`src/rtl/traffic_pkg.sv`:
```
// Shared phase encoding, lamp patterns and lamp decode for the intersection phase scheduler.
package traffic_pkg;

    localparam logic [2:0] PH_EW_G  = 3'd0;
    localparam logic [2:0] PH_EW_L  = 3'd1;
    localparam logic [2:0] PH_EW_Y  = 3'd2;
    localparam logic [2:0] PH_EW_AR = 3'd3;
    localparam logic [2:0] PH_SN_G  = 3'd4;
    localparam logic [2:0] PH_SN_L  = 3'd5;
    localparam logic [2:0] PH_SN_Y  = 3'd6;
    localparam logic [2:0] PH_SN_AR = 3'd7;

    localparam logic [3:0] LAMP_RED    = 4'b1000;
    localparam logic [3:0] LAMP_GREEN  = 4'b0100;
    localparam logic [3:0] LAMP_YELLOW = 4'b0010;
    localparam logic [3:0] LAMP_LEFT   = 4'b1001;

    typedef enum logic [2:0] {
        EW_G  = PH_EW_G,
        EW_L  = PH_EW_L,
        EW_Y  = PH_EW_Y,
        EW_AR = PH_EW_AR,
        SN_G  = PH_SN_G,
        SN_L  = PH_SN_L,
        SN_Y  = PH_SN_Y,
        SN_AR = PH_SN_AR
    } phase_e;

    // Bit 2 of the phase code selects the road that owns the phase; bits 1:0 select G/L/Y/AR.
    function automatic logic [3:0] lamp_for(input logic road_sn, input logic [2:0] ph);
        logic [3:0] lamp;
        lamp = LAMP_RED;
        if (ph[2] == road_sn) begin
            case (ph[1:0])
                2'd0:    lamp = LAMP_GREEN;
                2'd1:    lamp = LAMP_LEFT;
                2'd2:    lamp = LAMP_YELLOW;
                default: lamp = LAMP_RED;
            endcase
        end
        return lamp;
    endfunction

endpackage

```
`src/rtl/phase_timer.sv`:
```
// Phase dwell counter: counts elapsed cycles, clears on phase change, can freeze,
// and flags the terminal count against the current phase limit.
module phase_timer #(
    parameter int CNT_W = 8
) (
    input  logic             clk,
    input  logic             reset,
    input  logic             i_clear,
    input  logic             i_freeze,
    input  logic [CNT_W-1:0] i_limit,
    output logic [CNT_W-1:0] o_cnt,
    output logic             o_done
);

    logic [CNT_W-1:0] r_cnt;

    always_ff @(posedge clk) begin
        if (reset) begin
            r_cnt <= '0;
        end else if (i_clear) begin
            r_cnt <= '0;
        end else if (!i_freeze) begin
            r_cnt <= r_cnt + 1'b1;
        end
    end

    assign o_cnt  = r_cnt;
    assign o_done = (r_cnt == i_limit);

endmodule

```
`src/rtl/traffic_phase_scheduler.sv`:
```
// Two-road intersection phase scheduler with demand-driven left turns and green truncation.
// Optional emergency preemption is built when EMERGENCY_PREEMPT_EN is defined.
//
// state | meaning
// EW_G  | EW straight green
// EW_L  | EW left-turn arrow (only when a left vehicle was sensed)
// EW_Y  | EW yellow
// EW_AR | all-red clearance after EW
// SN_G  | SN straight green
// SN_L  | SN left-turn arrow
// SN_Y  | SN yellow
// SN_AR | all-red clearance after SN
module traffic_phase_scheduler
    import traffic_pkg::*;
#(
    parameter int CNT_W       = 8,
    parameter int T_GREEN     = 20,
    parameter int T_GREEN_MIN = 6,
    parameter int T_LEFT      = 8,
    parameter int T_YELLOW    = 3,
    parameter int T_ALLRED    = 2
) (
    input  logic             clk,
    input  logic             reset,
`ifdef EMERGENCY_PREEMPT_EN
    input  logic             emg_req,
    input  logic             emg_dir,
`endif
    input  logic             req_ew,
    input  logic             req_sn,
    input  logic             left_ew,
    input  logic             left_sn,
    output logic [3:0]       light_ew_rgyl,
    output logic [3:0]       light_sn_rgyl,
    output logic [2:0]       status,
    output logic [CNT_W-1:0] phase_cnt,
    output logic             ack_ew,
    output logic             ack_sn
);

    localparam logic [CNT_W-1:0] LIM_GREEN  = CNT_W'(T_GREEN - 1);
    localparam logic [CNT_W-1:0] LIM_LEFT   = CNT_W'(T_LEFT - 1);
    localparam logic [CNT_W-1:0] LIM_YELLOW = CNT_W'(T_YELLOW - 1);
    localparam logic [CNT_W-1:0] LIM_ALLRED = CNT_W'(T_ALLRED - 1);
    localparam logic [CNT_W-1:0] MIN_M1     = CNT_W'(T_GREEN_MIN - 1);

    phase_e           r_phase;
    phase_e           w_next;
    logic [3:0]       r_light_ew;
    logic [3:0]       r_light_sn;
    logic             r_ack_ew;
    logic             r_ack_sn;
    logic             r_req_pend_ew;
    logic             r_req_pend_sn;
    logic             r_left_pend_ew;
    logic             r_left_pend_sn;

    logic [CNT_W-1:0] w_cnt;
    logic [CNT_W-1:0] w_limit;
    logic             w_done;
    logic             w_clear;
    logic             w_hold;
    logic             w_preempt;
    logic             w_trunc_ew;
    logic             w_trunc_sn;
    logic             w_take_left_ew;
    logic             w_take_left_sn;

    // A request sampled on this edge counts, so a demand can end the opposing green immediately.
    assign w_trunc_ew     = (r_req_pend_sn | req_sn) && (w_cnt >= MIN_M1);
    assign w_trunc_sn     = (r_req_pend_ew | req_ew) && (w_cnt >= MIN_M1);
    assign w_take_left_ew = r_left_pend_ew | left_ew;
    assign w_take_left_sn = r_left_pend_sn | left_sn;

    always_comb begin
        w_limit = LIM_ALLRED;
        case (r_phase)
            EW_G, SN_G: w_limit = LIM_GREEN;
            EW_L, SN_L: w_limit = LIM_LEFT;
            EW_Y, SN_Y: w_limit = LIM_YELLOW;
            default:    w_limit = LIM_ALLRED;
        endcase
    end

    always_comb begin
        w_next    = r_phase;
        w_hold    = 1'b0;
        w_preempt = 1'b0;
        case (r_phase)
            EW_G:    if (w_done || w_trunc_ew) w_next = w_take_left_ew ? EW_L : EW_Y;
            EW_L:    if (w_done) w_next = EW_Y;
            EW_Y:    if (w_done) w_next = EW_AR;
            EW_AR:   if (w_done) w_next = SN_G;
            SN_G:    if (w_done || w_trunc_sn) w_next = w_take_left_sn ? SN_L : SN_Y;
            SN_L:    if (w_done) w_next = SN_Y;
            SN_Y:    if (w_done) w_next = SN_AR;
            SN_AR:   if (w_done) w_next = EW_G;
            default: w_next = EW_G;
        endcase
`ifdef EMERGENCY_PREEMPT_EN
        if (emg_req) begin
            if (r_phase == (emg_dir ? SN_G : EW_G)) begin
                w_hold = 1'b1;
                w_next = r_phase;
            end else if (!emg_dir && (r_phase == SN_G || r_phase == SN_L)) begin
                w_preempt = 1'b1;
                w_next    = SN_Y;
            end else if (emg_dir && (r_phase == EW_G || r_phase == EW_L)) begin
                w_preempt = 1'b1;
                w_next    = EW_Y;
            end
        end
`endif
    end

    // A held green parks the counter at zero so release starts a full green.
    assign w_clear = (w_next != r_phase) || (w_hold && (w_cnt != '0));

    phase_timer #(
        .CNT_W(CNT_W)
    ) u_phase_timer (
        .clk      (clk),
        .reset    (reset),
        .i_clear  (w_clear),
        .i_freeze (w_hold),
        .i_limit  (w_limit),
        .o_cnt    (w_cnt),
        .o_done   (w_done)
    );

    always_ff @(posedge clk) begin
        if (reset) begin
            r_phase        <= EW_G;
            r_light_ew     <= LAMP_GREEN;
            r_light_sn     <= LAMP_RED;
            r_ack_ew       <= 1'b0;
            r_ack_sn       <= 1'b0;
            r_req_pend_ew  <= 1'b0;
            r_req_pend_sn  <= 1'b0;
            r_left_pend_ew <= 1'b0;
            r_left_pend_sn <= 1'b0;
        end else begin
            r_phase    <= w_next;
            r_light_ew <= lamp_for(1'b0, w_next);
            r_light_sn <= lamp_for(1'b1, w_next);

            r_ack_ew      <= (w_next == EW_G) && (r_req_pend_ew || req_ew);
            r_ack_sn      <= (w_next == SN_G) && (r_req_pend_sn || req_sn);
            r_req_pend_ew <= (w_next != EW_G) && (r_req_pend_ew || req_ew);
            r_req_pend_sn <= (w_next != SN_G) && (r_req_pend_sn || req_sn);

            if (r_phase == EW_G) begin
                r_left_pend_ew <= (w_next == EW_Y && !w_preempt) ? 1'b0 : w_take_left_ew;
            end else if (r_phase == EW_L && w_next != EW_L) begin
                r_left_pend_ew <= 1'b0;
            end

            if (r_phase == SN_G) begin
                r_left_pend_sn <= (w_next == SN_Y && !w_preempt) ? 1'b0 : w_take_left_sn;
            end else if (r_phase == SN_L && w_next != SN_L) begin
                r_left_pend_sn <= 1'b0;
            end
        end
    end

    assign status        = r_phase;
    assign phase_cnt     = w_cnt;
    assign light_ew_rgyl = r_light_ew;
    assign light_sn_rgyl = r_light_sn;
    assign ack_ew        = r_ack_ew;
    assign ack_sn        = r_ack_sn;

endmodule

```
`config.mk`:
```
export PLATFORM = sky130hd
export DESIGN_NAME = traffic_phase_scheduler
export DESIGN_NICKNAME = d
export VERILOG_FILES = /design/src/rtl/traffic_pkg.sv /design/src/rtl/phase_timer.sv /design/src/rtl/traffic_phase_scheduler.sv
export SDC_FILE = /design/constraint.sdc
export NUM_CORES = 1
export LEC_CHECK = 0
export CAP_MARGIN = 5
export CORE_MARGIN = 4
export CORE_UTILIZATION = 50
export CTS_BUF_LIST = sky130_fd_sc_hd__clkbuf_4
export DETAILED_ROUTE_END_ITERATION = 16
export PLACE_DENSITY_LB_ADDON = 0.1
export SLEW_MARGIN = 20
export SYNTH_ARGS = -nofsm -noshare
export SYNTH_HDL_FRONTEND = slang
export SYNTH_HIERARCHICAL = 1
export SYNTH_SLANG_ARGS = --single-unit
```
`constraint.sdc`:
```
create_clock -name clk -period 5 [get_ports clk]
set_input_delay 1.5 -clock clk [delete_from_list [all_inputs] [get_ports clk]]
set_output_delay 1.5 -clock clk [all_outputs]
set_load 0.05 [all_outputs]
```
==> run summary <==
Status: completed
Worst hold slack: 562 ps
Placer Congestion: 0.882
# clock sinks: 25
CTS buffer count: 3
YS warnings: 6
WP data arrival: 1950 ps
Clk slew on worst S/H paths: 140 ps
Top cell type's share of synthesized area: 41.1%
Post-CTS setup buffers: 0
VDD IR-drop max: 148 µV
Area Overhead vs Synth: 27.2%
Core Util, Final: 68.1%
Hold Path Origin: r_left_pend_sn$_SDFFE_PP0P_
Final-layout fill cell count: 202
Mean area per synthesized cell: 8.70 µm²
Peak Freq: 290 MHz
Final Non-Filler Cells: 202
Post-CTS sizing: 0
Critical-path cell with the highest stage delay: clkdlybuf4s50_1
Final Setup Violations: 0
Slew HR: 46.1%
Largest stage delay on the critical path: 920 ps
First-pass GRT wire length: 4.53 mm
Post-synth top cells: dfxtp_1, nor2_1, xnor2_1
Crit path max fanout: 15
Max-slew violations: 0
Busiest grt layer: met2
Worst-Margin Slew: 805 ps
Element type at the critical path end: output pin
1st-pass router iterations: 4
GR Layer Usage met3: 2.94%
HPWL Detailed: 1.99 mm
Post-synthesis instance area: 1220 µm²
IO Pins: 27
GR Util met1: 24.9%
Clock Path Buffers: 2
Minimum clock period: 3450 ps
Via/cell ratio: 5.55
R2R Path Start: status[0]$_SDFF_PP0_
Critical path cell sequence: clkdlybuf4s50_1
Fin crit share: 69.0%
EDFF count, synth: 0
Hold Fails Final Rpt: 0
Total negative slack: 0 ps
Top FF cell, synth: dfxtp_1
Die Y: 57.4 µm
ANT cells: 0
Initial antenna violation count: 0
IO Port Bufs: 26
Die span in x: 57.4 µm
Antenna violation net count after detailed routing: 0
P_leak: 0.539 nW
Root Driver: clkbuf_4
CP startpoint kind: flop
Die area: 3290 µm²
Sequential cell area fraction in the yosys report: 41.1%
Crit path required time: 3500 ps
Vias: 1121
CORE AREA: 2280 µm²
Asr flop ratio synth: 0%
Dpl ws: 1390 ps
Crit-path leading delay family: buffers and inverters
Htree depth: 1
Synth area leaders: dfxtp_1, xnor2_1, nor2_1
Layout cells sized above 1: 6.32%
Kind of critical path: reg -> out
Placed insts: 198
Total Wirelength: 2.63 mm
Final worst setup slack: 1550 ps
Row count: 17
Vias in the first global route: 1014
Yosys cell types: 39
Worst path bufs/invs: 1
GRT Util Overall: 17.4%
Met2 Use GR: 26.3%
Drt wl/cell: 13.0 µm
Dominant cell type by area after synthesis: dfxtp_1
Synthesized flop and latch total: 25
Hold Buf Count CTS: 0
Clock tree from TritonCTS: yes
Largest net degree at the start of global routing: 16
Initial Util: 53.5%
GRT overflow: 0
Final nets: 182
Count leader, synth: dfxtp_1
Final Skew: 2.10 ps
Max-capacitance violation count: 0
HP Class: reg -> reg
Initial DRC count: 25
Power per cell area: 219 nW/µm²
Cells after Synth: 140
Worst Setup SP: status[0]$_SDFF_PP0_
Worst-Skew Late Latency: 320 ps
DRC violations left: 0
RSZ-0062 raised after global routing: no
==> stage by stage <==
| stage | power [mW] | instance area [µm²] |
|---|---|---|
| floorplan | 0.238 | 1250 |
| global placement | 0.250 | 1520 |
| detailed placement | 0.251 | 1520 |
| CTS | 0.344 | 1550 |
| global route | 0.358 | 1550 |
| finish | 0.340 | 1550 |
==> kinds of logic (layout without fill, tap and decap cells) <==
logic type               count (synthesis)  after routing  share of synthesized area [%]
XOR/XNOR                                15             15                           10.8
other                                    1             10                          0.308
multiplexers                             1              1                          0.821
adder cells (fa/ha/maj)                  1              1                           1.03
AND/OR/NAND/NOR                         61             61                           26.3
buffers and inverters                    7             32                           2.87
flip-flops                              25             25                           41.1
AO/OA/AOI/OAI                           29             29                           16.8
==> power by group <==
part / total, mW / internal (mW) / switching (mW)
Clock: 0.0927 / 0.0306 / 0.0621
Combinational: 0.0390 / 0.0167 / 0.0223
Sequential: 0.208 / 0.203 / 0.00547
Total: 0.340 / 0.250 / 0.0898
==> final timing paths <==
path                            depth (start not counted)                             endpoint  slack, ps
worst min-delay path                                    2          r_left_pend_sn$_SDFFE_PP0P_        560
worst max register to register                         12  u_phase_timer/o_cnt[6]$_SDFFE_PP0N_       1590
worst min register to register                          2          r_left_pend_sn$_SDFFE_PP0P_        560
worst max-delay path                                    1                            status[0]       1550
==> sequential cells by signal (all words and copies together) (netlist names) <==
signal,count
u_phase_timer/o_cnt,8
light_ew_rgyl,4
light_sn_rgyl,4
status,3
ack_ew,1
ack_sn,1
r_left_pend_ew,1
r_left_pend_sn,1
r_req_pend_ew,1
r_req_pend_sn,1
==> layer usage <==
layer,routed length [µm],share of wire [%]
met3,133,5.1
met1,1270,48
met2,1190,45
met5,0,0
met4,34,1.3
==> area by class of cell <==
class | count | area (µm²) | share of cell area, %
clock buffer | 3 | 22.5 | 1.45
clock inverter | 1 | 7.51 | 0.484
sequential | 25 | 500 | 32.3
timing repair buffer | 26 | 260 | 16.8
inverter | 2 | 7.51 | 0.484
tap | 28 | 35.0 | 2.26
multi-input combinational | 117 | 717 | 46.2
==> cell usage in the layout, fill, tap and decap left out, types with 3 or more instances in the layout <==
cell type,instances
xnor2_1,11
nand2_1,9
nor2b_1,4
nor4_1,4
clkdlybuf4s50_1,26
conb_1,10
nor3_1,3
nor2_1,23
or3_1,3
nand4b_1,3
o21ai_0,6
dfxtp_1,25
a21oi_1,7
clkbuf_4,3
nand4_1,3
xor2_1,4
==> tightest hold or removal path: cells and delay by family, from the launching register on <==
kind,cells,cell delay [ps]
and+or+nand+nor,1,50
AOI/OAI and AO/OA,1,130
DFF,1,360
Power figures use the tool's default switching activity.
